**src/rtl/param_seq_multiplier.sv**
```systemverilog
// Parametrised shift-add sequential multiplier with St/Done handshake.
// Signed mode multiplies magnitudes and negates the product at the end.
module param_seq_multiplier #(
    parameter int unsigned WIDTH = 8,
    parameter int unsigned CNT_W = $clog2(WIDTH + 1)
) (
    input  logic                 Clk,
    input  logic                 Rst_n,
    input  logic                 St,
    input  logic                 Signed_mode,
    input  logic [WIDTH-1:0]     A,
    input  logic [WIDTH-1:0]     B,
    output logic                 Busy,
    output logic                 Done,
    output logic [2*WIDTH-1:0]   Result
);

    typedef enum logic [1:0] {StIdle, StCalc, StFin} state_e;

    state_e               state_q;
    logic [2*WIDTH-1:0]   mcand_q;
    logic [2*WIDTH-1:0]   acc_q;
    logic [WIDTH-1:0]     mplier_q;
    logic [CNT_W-1:0]     cnt_q;
    logic                 neg_q;

    logic [WIDTH-1:0]     mag_a;
    logic [WIDTH-1:0]     mag_b;
    logic [2*WIDTH-1:0]   acc_step;

    // The magnitude of the most negative value still fits as a WIDTH-bit unsigned number.
    always_comb begin
        mag_a = A;
        mag_b = B;
        if (Signed_mode && A[WIDTH-1]) mag_a = -A;
        if (Signed_mode && B[WIDTH-1]) mag_b = -B;
    end

    always_comb begin
        acc_step = acc_q;
        if (mplier_q[0]) acc_step = acc_q + mcand_q;
    end

    always_ff @(posedge Clk or negedge Rst_n) begin
        if (!Rst_n) begin
            state_q  <= StIdle;
            mcand_q  <= '0;
            acc_q    <= '0;
            mplier_q <= '0;
            cnt_q    <= '0;
            neg_q    <= 1'b0;
            Busy     <= 1'b0;
            Done     <= 1'b0;
            Result   <= '0;
        end else begin
            unique case (state_q)
                StIdle: begin
                    if (St) begin
                        mcand_q  <= {{WIDTH{1'b0}}, mag_a};
                        mplier_q <= mag_b;
                        acc_q    <= '0;
                        cnt_q    <= CNT_W'(WIDTH);
                        neg_q    <= Signed_mode & (A[WIDTH-1] ^ B[WIDTH-1]);
                        Busy     <= 1'b1;
                        state_q  <= StCalc;
                    end
                end
                StCalc: begin
                    // Counter reaches zero after WIDTH steps; the next edge publishes the product.
                    if (cnt_q == '0) begin
                        Result  <= neg_q ? -acc_q : acc_q;
                        Done    <= 1'b1;
                        state_q <= StFin;
                    end else begin
                        acc_q    <= acc_step;
                        mcand_q  <= mcand_q << 1;
                        mplier_q <= mplier_q >> 1;
                        cnt_q    <= cnt_q - CNT_W'(1);
                    end
                end
                StFin: begin
                    Done    <= 1'b0;
                    Busy    <= 1'b0;
                    state_q <= StIdle;
                end
                default: begin
                    state_q <= StIdle;
                end
            endcase
        end
    end

endmodule

```
**config.mk**
```make
export PLATFORM = sky130hd
export DESIGN_NAME = param_seq_multiplier
export DESIGN_NICKNAME = d
export VERILOG_FILES = /design/src/rtl/param_seq_multiplier.sv
export SDC_FILE = /design/constraint.sdc
export NUM_CORES = 1
export LEC_CHECK = 0
export ABC_AREA = 1
export CAP_MARGIN = 0
export CORE_MARGIN = 3
export CORE_UTILIZATION = 58
export DETAILED_ROUTE_END_ITERATION = 7
export PLACE_DENSITY_LB_ADDON = 0.2
export SLEW_MARGIN = 20
export SYNTH_ARGS = -nofsm -noshare
export SYNTH_HDL_FRONTEND = slang
export SYNTH_SLANG_ARGS = --single-unit
export TNS_END_PERCENT = 100
```
**constraint.sdc**
```tcl
create_clock -name Clk -period 1.8 [get_ports Clk]
set_input_delay 0.18 -clock Clk [delete_from_list [all_inputs] [get_ports Clk]]
set_output_delay 0.18 -clock Clk [all_outputs]
set_load 0.02 [all_outputs]
```
* Yosys cells after proc, flatten, opt, wreduce, memory -nomap -nowiden
Cells that the tools add are included.
** Storage, ports and cells
- Register bits after elaboration :: 65
- Input port bits :: 20
- Output and inout bits :: 18
- Logic and storage cells :: 59
** Operators by class
- Add/sub/neg operators :: 5
- Equality and inequality tests :: 6
- Muxes and demuxes :: 23
- Bitwise operators :: 2
- Reductions and logical operators :: 14
** Operator list (number)
- $mux 16 :: 6
- $pmux 16 s2 :: 2
- $mux 8 :: 4
- $add 16x16->16 :: 1
- $neg 16->16 :: 1
- $neg 8->8 :: 2
- $pmux 8 s2 :: 1
- $reduce_and 2->1 :: 5
- $mux 4 :: 2
- $ne 2x2->1 const B :: 4
- $pmux 4 s2 :: 1
- $reduce_bool 2->1 :: 3
- $logic_not 4->1 :: 1
- $mux 2 :: 2
- $pmux 1 s2 :: 2
- $pmux 2 s2 :: 1
- $reduce_and 4->1 :: 1
- $sub 4x1->4 const B :: 1
- $reduce_and 3->1 :: 1
- $eq 2x1->1 const B :: 1
- $eq 2x2->1 const B :: 1
- $logic_and 1x1->1 :: 2
- $logic_not 2->1 :: 1
- $mux 1 :: 2
- 2 further kinds :: 2

* Longest topological paths before layout
- Word-level depth :: 4
- Mapped depth :: 11
- Gate-level depth less buffers :: 11

* Least setup slack after synthesis
OpenSTA, ideal clock, no wires.
- Kind :: register to register
- From :: register mcand_q[0]
- To :: register acc_q[12]
- Setup time :: 0.118 ns
- Arrival :: 1.444 ns
- Required time :: 1.682 ns
- Slack :: 0.239 ns
- Stages on the path, launching flop included :: 12
- Path buffers :: 0
- Period minus slack after synthesis :: 1.561 ns
- Path through :: dfrtp_1 -> ha_1 -> inv_1 -> fa_1 -> inv_1 -> nand3_1 -> nand3_1 -> nand3_1 -> nand3_1 -> nand2_1 -> nand3_1 -> nand2_1
** Between the ends
- Cells in the longest elaborated chain, start to end :: 4
** Ends and longest elaborated chain
- start, declared :: RTL line 21 : logic [2*WIDTH-1:0] mcand_q;
- start signal, assigned :: RTL line 59 : mcand_q <= {{WIDTH{1'b0}}, mag_a};
- start signal, assigned :: RTL line 76 : mcand_q <= mcand_q << 1;
- $add 16x16->16 :: RTL line 41 : if (mplier_q[0]) acc_step = acc_q + mcand_q;
- $mux 16 :: RTL line 41
- $mux 16 :: RTL line 70 : if (cnt_q == '0) begin
- $pmux 16 s2 :: RTL line 56 : unique case (state_q)
- end signal, assigned :: RTL line 75 : acc_q <= acc_step;
- end, declared :: RTL line 22 : logic [2*WIDTH-1:0] acc_q;
Every way passes these cells. The select of a mux whose other input is x is not followed.
A chain may end at the register's enable or synchronous reset.

* Worst setup path in the final report
- From :: register cnt_q[0]
- To :: register mcand_q[5]
** Between the ends
- Cells in the longest elaborated chain, start to end :: 3
** Ends and longest elaborated chain
- start, declared :: RTL line 24 : logic [CNT_W-1:0] cnt_q;
- start signal, assigned :: RTL line 62 : cnt_q <= CNT_W'(WIDTH);
- start signal, assigned :: RTL line 78 : cnt_q <= cnt_q - CNT_W'(1);
- $logic_not 4->1 :: RTL line 70
- $ne 2x2->1 (no source line)
- $reduce_and 3->1 (no source line)
Every way passes these cells.

==> metrics <==
Via density approximately 5.5; Top FF cell, synth dfrtp_1; synthesis-to-finish area growth 23.02%; Crit Path Class reg -> reg; # rows 30; Fin. Hold Viols 0; setup clock skew after layout between 0.01 and 0.015 ns; max_slew headroom 68.10%; post-route cell area around 0.0053 sq mm; total CTS buffers 9; Crit path buffers/inverters 3; Post-synth EDFFs 0; CP startpoint cnt_q[0]$_DFFE_PN0P_; vias in the first global route around 3900; Register Area ~0.0016 sq mm; Yosys warnings 0; Mapped Cells roughly 590; 1st-iter DRT viols 292; slowest stage cell, crit path dfrtp_1; type of the most critical hold path in -> async; count of cell types in the netlist between 40 and 50; Worst Reg2Reg Path Length in Cells 10; Power Density 1939 mW/mm^2; post-synthesis sequential area ratio around 38%; max incr delay on CP 0.41 ns; fmax 0.5761 GHz; crit path DAT around 2.0 ns; Root Driver clkbuf_8; I/O Pins 38; largest net degree at the start of global routing 32; Net Count, Synth approximately 640; final worst-path cycle share 96.44%; Core Area about 0.007 sq mm; P_leak around 2.7 nW; post-route DRC violation count 0; Fillers 530; CP Max Fanout 7; depth of the CTS H-tree 3; area fraction of the dominant cell type after synthesis between 30% and 40%; Reg-to-Reg Start cnt_q[0]$_DFFE_PN0P_; area of placed instances 0.004868 sq mm; Max VDD drop 0.9891 mV; post-DP HPWL 7.697 mm; n_diodes 0; Die H 92.00 um; area occupied by multi-input gates approximately 0.0023 sq mm; Critical Path RT between 2 and 2.5 ns; grt total ovfl 0; total track usage between 20% and 30%; max-cap viol count 0; worst skew pair latency between 0.3 and 0.4 ns; Routed WL 10.60 mm; DIE WIDTH just over 90 um; post-layout min period about 1.7 ns; GPL Wtd Cong around 0.94; CTS sink count 65; family with the most delay on the worst path simple AND/OR/NAND/NOR gates; routed vias about 4200; Cell Chain, Critical Path inv_1, ha_1, nand3_2, nand2_4, inv_6, nor2_8, buf_6, a21oi_1, o21ai_0, nand2_1; Yosys top cell by area dfrtp_1; Die ar. 0.008463 sq mm; post-synthesis average cell area approximately 7.2 sq um; commonest non-fill, non-tap cell in the layout nand2_1; nets around 700; Mapped Area between 0.004 and 0.005 sq mm; Slew Viols, Final 0; commonest cells after routing, fill and taps aside 180 x nand2_1, 85 x inv_1, 64 x dfrtp_1; share of layout cells above drive strength 1 about 15%; Worst R2R End mcand_q[5]$_DFFE_PN0P_; Worst Setup EP mcand_q[5]$_DFFE_PN0P_; critical path capture point type flop; Wirelength per Cell approximately 14 um; final core utilization between 70 and 80%; worst slew pin tran roughly 0.48 ns; CTS tree built; Max Root-Sink Buffers 2; drt pass-1 iters 5; R2R setup slack 0.06 ns; port bufs 37; final number of setup-violating endpoints 0; first-pass GRT wire length 17.58 mm; Clock Pin Slew Worst Setup and Hold Paths approximately 0.07 ns; initial antenna violation count 0; status finished, final reports clean; Worst setup SP type flop; asr flop ratio synth 100.0%; ANT nets after route 0; Starting Density between 60 and 70%; #FFs+latches synth between 60 and 70; WP depth 10; largest cells by area after synthesis dfrtp_1 38%, nand2_1 16%, inv_1 7.6%
-- sequential cells by signal (all words and copies together), names as in the netlist --
name      cells
mcand_q      16
cnt_q         4
Done          1
acc_q        16
Result       16
mplier_q      8
neg_q         1
state_q       2
Busy          1
-- worst register-to-register path, stage by stage, from the launching register on --
cell and delay, ns:
dfrtp_1 0.41, inv_1 0.09, ha_1 0.16, nand3_2 0.14
nand2_4 0.15, inv_6 0.07, nor2_8 0.17, buf_6 0.15
a21oi_1 0.05, o21ai_0 0.13, nand2_1 0.09
-- routing by layer --
metal	part of all wire (%)	track usage, %
met5	0	0
met4	2.2	11.14
met3	5.6	3.610
met2	50	43.07
met1	43	33.16
-- layout make-up --
class                           count  share of cell area [%]
Clock buffer                       12                   2.751
Sequential cell                    65                   30.85
Timing Repair Buffer               69                   11.83
Tap cell                           96                   2.276
Clock inverter                      3                   1.233
Inverter                           96                   7.138
Multi-Input combinational cell    422                   43.92
-- per-stage QoR --
stage	power [mW]	worst slack (ns)	hold slack (ns)	cells	setup TNS (ns)
floorplan	6.616	0.2387	-0.1156	594	0
global route	11.08	-0.06950	0.3561	763	-0.2479
detailed placement	8.197	0.05273	0.1644	737	0
global placement	7.988	0.1298	0.1627	737	0
CTS	9.621	0.01932	0.3306	753	0
finish	10.23	0.06416	0.3185	763	0
-- power breakdown --
group          leakage [nW]  internal, mW  switching (mW)
registers             0.816          2.12           0.479
clock network         0.106         0.810           0.556
logic                  1.77          2.52            3.75
-- logic make-up (layout without fill, tap and decap cells) --
| logic type | after synthesis | in the layout | synth area share (%) |
|---|---|---|---|
| AOI/OAI and AO/OA | 102 | 102 | 13.91 |
| buffers and inverters | 107 | 180 | 10.56 |
| adders and majority gates | 21 | 21 | 6.301 |
| and+or+nand+nor | 291 | 291 | 29.67 |
| xor gates and xnor gates | 8 | 8 | 1.634 |
| DFF | 65 | 65 | 37.92 |
-- worst min path at each step --
stage / endpoint / slack (ns) / cells after the start
2_1_floorplan: Busy$_DFFE_PN0P_ / -0.12 / 0
3_3_place_gp: Done$_DFFE_PN0P_ / 0.16 / 1
3_5_place_dp: state_q[1]$_DFFE_PN0P_ / 0.16 / 1
4_1_cts: acc_q[9]$_DFFE_PN0P_ / 0.33 / 2
5_1_grt: Done$_DFFE_PN0P_ / 0.36 / 2
6_report: Done$_DFFE_PN0P_ / 0.32 / 2
-- what timing repair did --
| item | 4_1_cts | 5_1_grt |
|---|---|---|
| setup buffers | 0 | 10 |
| resized for setup | 0 | 21 |
| endpoints found under the setup margin | 0 | 18 |
| hold buffers | 1 | 0 |
| hold endpoints to repair | 18 | 0 |
-- synthesized netlist by cell type, types with 5 or more instances --
| master | count |
|---|---|
| nand2_1 | 183 |
| nor2_1 | 32 |
| dfrtp_1 | 65 |
| inv_1 | 87 |
| xor2_1 | 8 |
| a21oi_1 | 30 |
| o21ai_2 | 9 |
| o21ai_0 | 37 |
| nand3_1 | 47 |
| nand4_1 | 5 |
| ha_1 | 20 |
| nor3_1 | 7 |
| o22ai_1 | 12 |
No activity file was read; power rests on OpenSTA's default activity.
